`src/rtl/int_pkg.sv`:
```
// Shared definitions for the interrupt controller: FSM encoding, CP0 Status/Cause
// field positions, the interrupt ExcCode and the default handler vector.
package int_pkg;

  typedef enum logic [1:0] {
    ST_IDLE    = 2'd0,
    ST_TAKE    = 2'd1,
    ST_SERVICE = 2'd2
  } state_e;

  localparam int STATUS_IE    = 0;
  localparam int STATUS_EXL   = 1;
  localparam int STATUS_IM_LO = 10;

  localparam int CAUSE_IP_LO  = 10;
  localparam int CAUSE_EXC_LO = 2;
  localparam int CAUSE_EXC_HI = 6;

  localparam logic [4:0]  EXC_INT        = 5'd0;
  localparam logic [31:0] DEFAULT_VECTOR = 32'h0000_0180;

  // Status image written on entry: same as the live value with EXL forced on.
  function automatic logic [31:0] set_exl(input logic [31:0] st);
    logic [31:0] mask;
    mask             = '0;
    mask[STATUS_EXL] = 1'b1;
    return st | mask;
  endfunction

endpackage

```
`src/rtl/irq_edge.sv`:
```
// Rising-edge detector for the hardware interrupt lines. Defining IRQ_SYNC_EN
// inserts a 2-flop synchronizer per line ahead of the edge detector.
module irq_edge #(
  parameter int WIDTH = 6
) (
  input  logic             clk,
  input  logic             rst,
  input  logic [WIDTH-1:0] irq_in,
  output logic [WIDTH-1:0] rise
);

  logic [WIDTH-1:0] sampled;
  logic [WIDTH-1:0] prev_d;
  logic [WIDTH-1:0] prev_q;

`ifdef IRQ_SYNC_EN
  logic [WIDTH-1:0] sync1_d;
  logic [WIDTH-1:0] sync1_q;
  logic [WIDTH-1:0] sync2_d;
  logic [WIDTH-1:0] sync2_q;

  always_comb begin
    sync1_d = irq_in;
    sync2_d = sync1_q;
  end

  always_ff @(posedge clk or negedge rst) begin
    if (!rst) begin
      sync1_q <= '0;
      sync2_q <= '0;
    end else begin
      sync1_q <= sync1_d;
      sync2_q <= sync2_d;
    end
  end

  assign sampled = sync2_q;
`else
  assign sampled = irq_in;
`endif

  always_comb begin
    prev_d = sampled;
  end

  always_ff @(posedge clk or negedge rst) begin
    if (!rst) begin
      prev_q <= '0;
    end else begin
      prev_q <= prev_d;
    end
  end

  // A line held high produces exactly one pulse here.
  assign rise = sampled & ~prev_q;

endmodule

```
`src/rtl/int_ctrl.sv`:
```
// Interrupt controller: latches irq edges as pending, picks the highest-index
// unmasked line and issues a one-cycle CP0 write + fetch redirect. IRQ_SYNC_EN
// adds a 2-flop input synchronizer (inside irq_edge).
module int_ctrl
  import int_pkg::*;
#(
  parameter int          NIRQ   = 6,
  parameter logic [31:0] VECTOR = DEFAULT_VECTOR
) (
  input  logic            clk,
  input  logic            rst,
  input  logic [NIRQ-1:0] irq,
  input  logic [31:0]     status,
  input  logic [31:0]     pc_cur,
  input  logic            eret,
  output logic            INT,
  output logic [31:0]     wepc,
  output logic [31:0]     wcause,
  output logic [31:0]     wstatus,
  output logic            redirect,
  output logic [31:0]     vector_pc,
  output logic            busy
);

  state_e          state_d;
  state_e          state_q;
  logic [NIRQ-1:0] pending_d;
  logic [NIRQ-1:0] pending_q;
  logic [NIRQ-1:0] rise;
  logic [NIRQ-1:0] req;
  logic [NIRQ-1:0] winner;
  logic            ie_ok;
  logic [31:0]     cause_val;

  logic            int_d;
  logic            int_q;
  logic            redirect_d;
  logic            redirect_q;
  logic [31:0]     wepc_d;
  logic [31:0]     wepc_q;
  logic [31:0]     wcause_d;
  logic [31:0]     wcause_q;
  logic [31:0]     wstatus_d;
  logic [31:0]     wstatus_q;

  irq_edge #(
    .WIDTH(NIRQ)
  ) u_irq_edge (
    .clk   (clk),
    .rst   (rst),
    .irq_in(irq),
    .rise  (rise)
  );

  // Request gating and highest-index priority pick; Cause reports every pending line.
  always_comb begin
    ie_ok  = status[STATUS_IE] & ~status[STATUS_EXL];
    req    = pending_q & status[STATUS_IM_LO +: NIRQ] & {NIRQ{ie_ok}};
    winner = '0;
    for (int i = 0; i < NIRQ; i++) begin
      if (req[i]) begin
        winner    = '0;
        winner[i] = 1'b1;
      end
    end
    cause_val                             = '0;
    cause_val[CAUSE_IP_LO +: NIRQ]        = pending_q;
    cause_val[CAUSE_EXC_HI:CAUSE_EXC_LO]  = EXC_INT;
  end

  always_comb begin
    state_d    = state_q;
    pending_d  = pending_q | rise;
    int_d      = 1'b0;
    redirect_d = 1'b0;
    wepc_d     = '0;
    wcause_d   = '0;
    wstatus_d  = '0;
    unique case (state_q)
      ST_IDLE: begin
        if (|req) begin
          state_d    = ST_TAKE;
          // Clear the winner first so a fresh edge on the same line survives.
          pending_d  = (pending_q & ~winner) | rise;
          int_d      = 1'b1;
          redirect_d = 1'b1;
          wepc_d     = pc_cur;
          wcause_d   = cause_val;
          wstatus_d  = set_exl(status);
        end
      end
      ST_TAKE: begin
        state_d = ST_SERVICE;
      end
      ST_SERVICE: begin
        if (eret) begin
          state_d = ST_IDLE;
        end
      end
      default: begin
        state_d = ST_IDLE;
      end
    endcase
  end

  always_ff @(posedge clk or negedge rst) begin
    if (!rst) begin
      state_q    <= ST_IDLE;
      pending_q  <= '0;
      int_q      <= 1'b0;
      redirect_q <= 1'b0;
      wepc_q     <= '0;
      wcause_q   <= '0;
      wstatus_q  <= '0;
    end else begin
      state_q    <= state_d;
      pending_q  <= pending_d;
      int_q      <= int_d;
      redirect_q <= redirect_d;
      wepc_q     <= wepc_d;
      wcause_q   <= wcause_d;
      wstatus_q  <= wstatus_d;
    end
  end

  assign INT       = int_q;
  assign redirect  = redirect_q;
  assign wepc      = wepc_q;
  assign wcause    = wcause_q;
  assign wstatus   = wstatus_q;
  assign vector_pc = VECTOR;
  assign busy      = (state_q != ST_IDLE);

endmodule

```
`config.mk`:
```
export PLATFORM = sky130hd
export DESIGN_NAME = int_ctrl
export DESIGN_NICKNAME = d
export VERILOG_FILES = /design/src/rtl/int_pkg.sv /design/src/rtl/irq_edge.sv /design/src/rtl/int_ctrl.sv
export SDC_FILE = /design/constraint.sdc
export NUM_CORES = 1
export LEC_CHECK = 0
export CAP_MARGIN = 5
export CORE_UTILIZATION = 40
export DETAILED_ROUTE_END_ITERATION = 10
export DONT_BUFFER_PORTS = 1
export PLACE_DENSITY = 0.51
export SLEW_MARGIN = 0
export SYNTH_ARGS = -nofsm -noshare
export SYNTH_HDL_FRONTEND = slang
export SYNTH_SLANG_ARGS = --single-unit
```
`constraint.sdc`:
```
create_clock -name clk -period 1.91 [get_ports clk]
set_input_delay 0.573 -clock clk [delete_from_list [all_inputs] [get_ports clk]]
set_output_delay 0.573 -clock clk [all_outputs]
set_load 0.03 [all_outputs]
```
==> impl_metrics.env <==
export IMPL_route_met3_wl_um=681
export IMPL_slew_violations=0
export IMPL_top_layer="met4"
export IMPL_cts_made_buffers=9
export IMPL_ir_drop_mv=0.408
export IMPL_fp_coreArea_mm2=0.00785
export IMPL_seq_area_mm2=0.00210
export IMPL_cp_max_fo=45
export IMPL_ant_nets=0
export IMPL_min_period_over_period_pct=90.1
export IMPL_worstSetupPathType="flip-flop to flip-flop"
export IMPL_synth_area_leaders="dfrtp_1 (64%), buf_4 (14%), and2_1 (12%), buf_6 (1.4%), nand4_1 (0.95%)"
export IMPL_end_kind="flip-flop"
export IMPL_r2r_start="state_q[0]$_DFFE_PN0P_"
export IMPL_fin_hold_ws_ns=-0.0882
export IMPL_placed_area_mm2=0.00319
export IMPL_nNetsFinal=336
export IMPL_yosysUniqueCellTypes=24
export IMPL_initial_utilization_pct=41.9
export IMPL_io_pins=204
export IMPL_hold_viol_final=84
export IMPL_startpoint="state_q[0]$_DFFE_PN0P_"
export IMPL_nFillCells=768
export IMPL_m1WireLength_mm=2.11
export IMPL_htreeDepth=3
export IMPL_clockBufferDepth=2
export IMPL_clock_latency_ns=0.34
export IMPL_yosys_area_top_type="dfrtp_1"
export IMPL_grt_pass1_wl_mm=8.31
export IMPL_finalCoreUtilization_pct=43.2
export IMPL_worstPathArrival_ns=1.99
export IMPL_rows=32
export IMPL_ys_seq_elements=84
export IMPL_drc=0
export IMPL_antenna_found_initial=0
export IMPL_grt_max_degree=85
export IMPL_postCtsSetupRepairBufs=0
export IMPL_finalWorstSetupSlack_ns=0.189
export IMPL_portBuffers=0
export IMPL_yosysWarnings=0
export IMPL_maxCapViolCount=0
export IMPL_final_cell_mix="dfrtp_1 (84), and2_1 (65), conb_1 (58), clkbuf_8 (9), inv_1 (6)"
export IMPL_powerDensity_mw_per_mm2=1100
export IMPL_worst_r2r_path_depth=4
export IMPL_finClkSkew_ns=0.00665
export IMPL_min_path_type="input pin to async pin"
export IMPL_via_per_inst=4.41
export IMPL_clk_pin_slew_ns=0.08
export IMPL_status="complete, but fails checks"
export IMPL_overflow=0
export IMPL_p_leak_nw=1.76
export IMPL_dieArea_mm2=0.00858
export IMPL_cts_tree="yes"
export IMPL_drive_gt1_share_pct=8.65
export IMPL_netlist_area_leader_share_pct=64.0
export IMPL_finalPower_mw=3.72
export IMPL_setup_viol=0
export IMPL_fmax_mhz=581
export IMPL_via_count=1623
export IMPL_reg2reg_slack_ns=0.19
export IMPL_synthCells=259
export IMPL_wl_per_cell_um=15.2
export IMPL_clock_sinks=84
export IMPL_grt_pass1_vias=1549
export IMPL_die_x_um=92.6
export IMPL_rr_endpoint="wepc[11]$_DFF_PN0_"
export IMPL_synth_area_mm2=0.00328
export IMPL_yosysSeqAreaShare_pct=64.0
export IMPL_cp_start_kind="flip-flop"
export IMPL_wl_mm=5.59
export IMPL_met2_length_mm=2.72
export IMPL_min_period_ns=1.72
export IMPL_final_common_cell="dfrtp_1"
export IMPL_cts_resized=0
export IMPL_area_delta_synth_final_pct=3.24
export IMPL_multi_input_area_um2=866
export IMPL_required_ns=2.18
export IMPL_dieHeight_um=92.6
export IMPL_syn_area_per_cell_um2=12.7
export IMPL_num_antenna_cells=0
export IMPL_post_place_ws_ns=0.0661
export IMPL_clock_root_buffer="clkbuf_8"
export IMPL_drt_pass1_iter_count=4
export IMPL_gp_congestion=0.699
export IMPL_grtUsageTotal_pct=13.0
export IMPL_violations="hold timing"
export IMPL_final_area_mm2=0.00339
export IMPL_rsz0062_at_grt="no"
export IMPL_drtIter0Drc=53
export IMPL_hpwl_mm=3.93
synthesized netlist by cell type, drive strengths merged:
cell type and n:
dfrtp 84, buf 66, and2 65, inv 6, nand4 5, a22o 3, a2bb2oi 3, a31oi 3
clkbuf 3, nand2 3, nand2b 3, nor3 3, a22oi 2, conb 2, a21boi 1, a222oi 1
and3 1, mux2 1, nor2 1, nor4b 1, or2 1, or4b 1
area by class of cell:
type / instances / area share [%]
clock buffer: 9 / 3.65
clock inverter: 5 / 2.32
inverter: 6 / 0.664
multi-input combinational: 156 / 25.5
sequential: 84 / 62.0
tap: 102 / 3.76
timing repair buffer: 6 / 2.07
worst max-delay path, cell delays in order, from the launching register on:
cell	delay, ns
dfrtp_1	0.42
or4b_1	0.59
a31oi_4	0.25
buf_12	0.21
and2_1	0.16
per-layer routing:
metal | track usage, % | up-vias
met3 | 6.98 | 10
met2 | 19.5 | 108
li1 | - | 700
met5 | 0 | -
met1 | 15.3 | 805
met4 | 6.15 | 0
metrics by stage:
step,TNS (ns),std cells
after floorplan,-1.66,315
after global placement,0,354
after detailed placement,0,354
after CTS,0,368
after global routing,0,368
final,0,368
kinds of logic after synthesis:
group	Yosys count	share of synthesized area, %
compound gates	13	3.16
buf+inv	75	16.5
flops	84	64.0
mux	1	0.343
other cells	2	0.229
simple gates	84	15.8
power by group:
part | leakage, nW | switching (mW) | internal, mW
Combinational | 0.554 | 0.248 | 0.0829
Clock | 0.105 | 0.585 | 0.719
Sequential | 1.10 | 0.209 | 1.87
Total | 1.76 | 1.04 | 2.68
flip-flops by register name, summed over array words and instances (netlist names):
signal             flops
wepc                  32
wstatus               32
pending_q              6
u_irq_edge.prev_q      6
wcause                 6
state_q                2
worst max-delay path by stage:
stage | end | slack, ns | depth (start not counted)
after floorplan | wcause[10]$_DFF_PN0_ | -0.04 | 5
after global placement | wepc[29]$_DFF_PN0_ | 0.10 | 4
after detailed placement | wepc[11]$_DFF_PN0_ | 0.07 | 4
after CTS | wepc[11]$_DFF_PN0_ | 0.16 | 4
after global routing | wepc[11]$_DFF_PN0_ | 0.11 | 4
final | wepc[11]$_DFF_PN0_ | 0.19 | 4
Note: power is estimated with default switching activity, not from simulation.
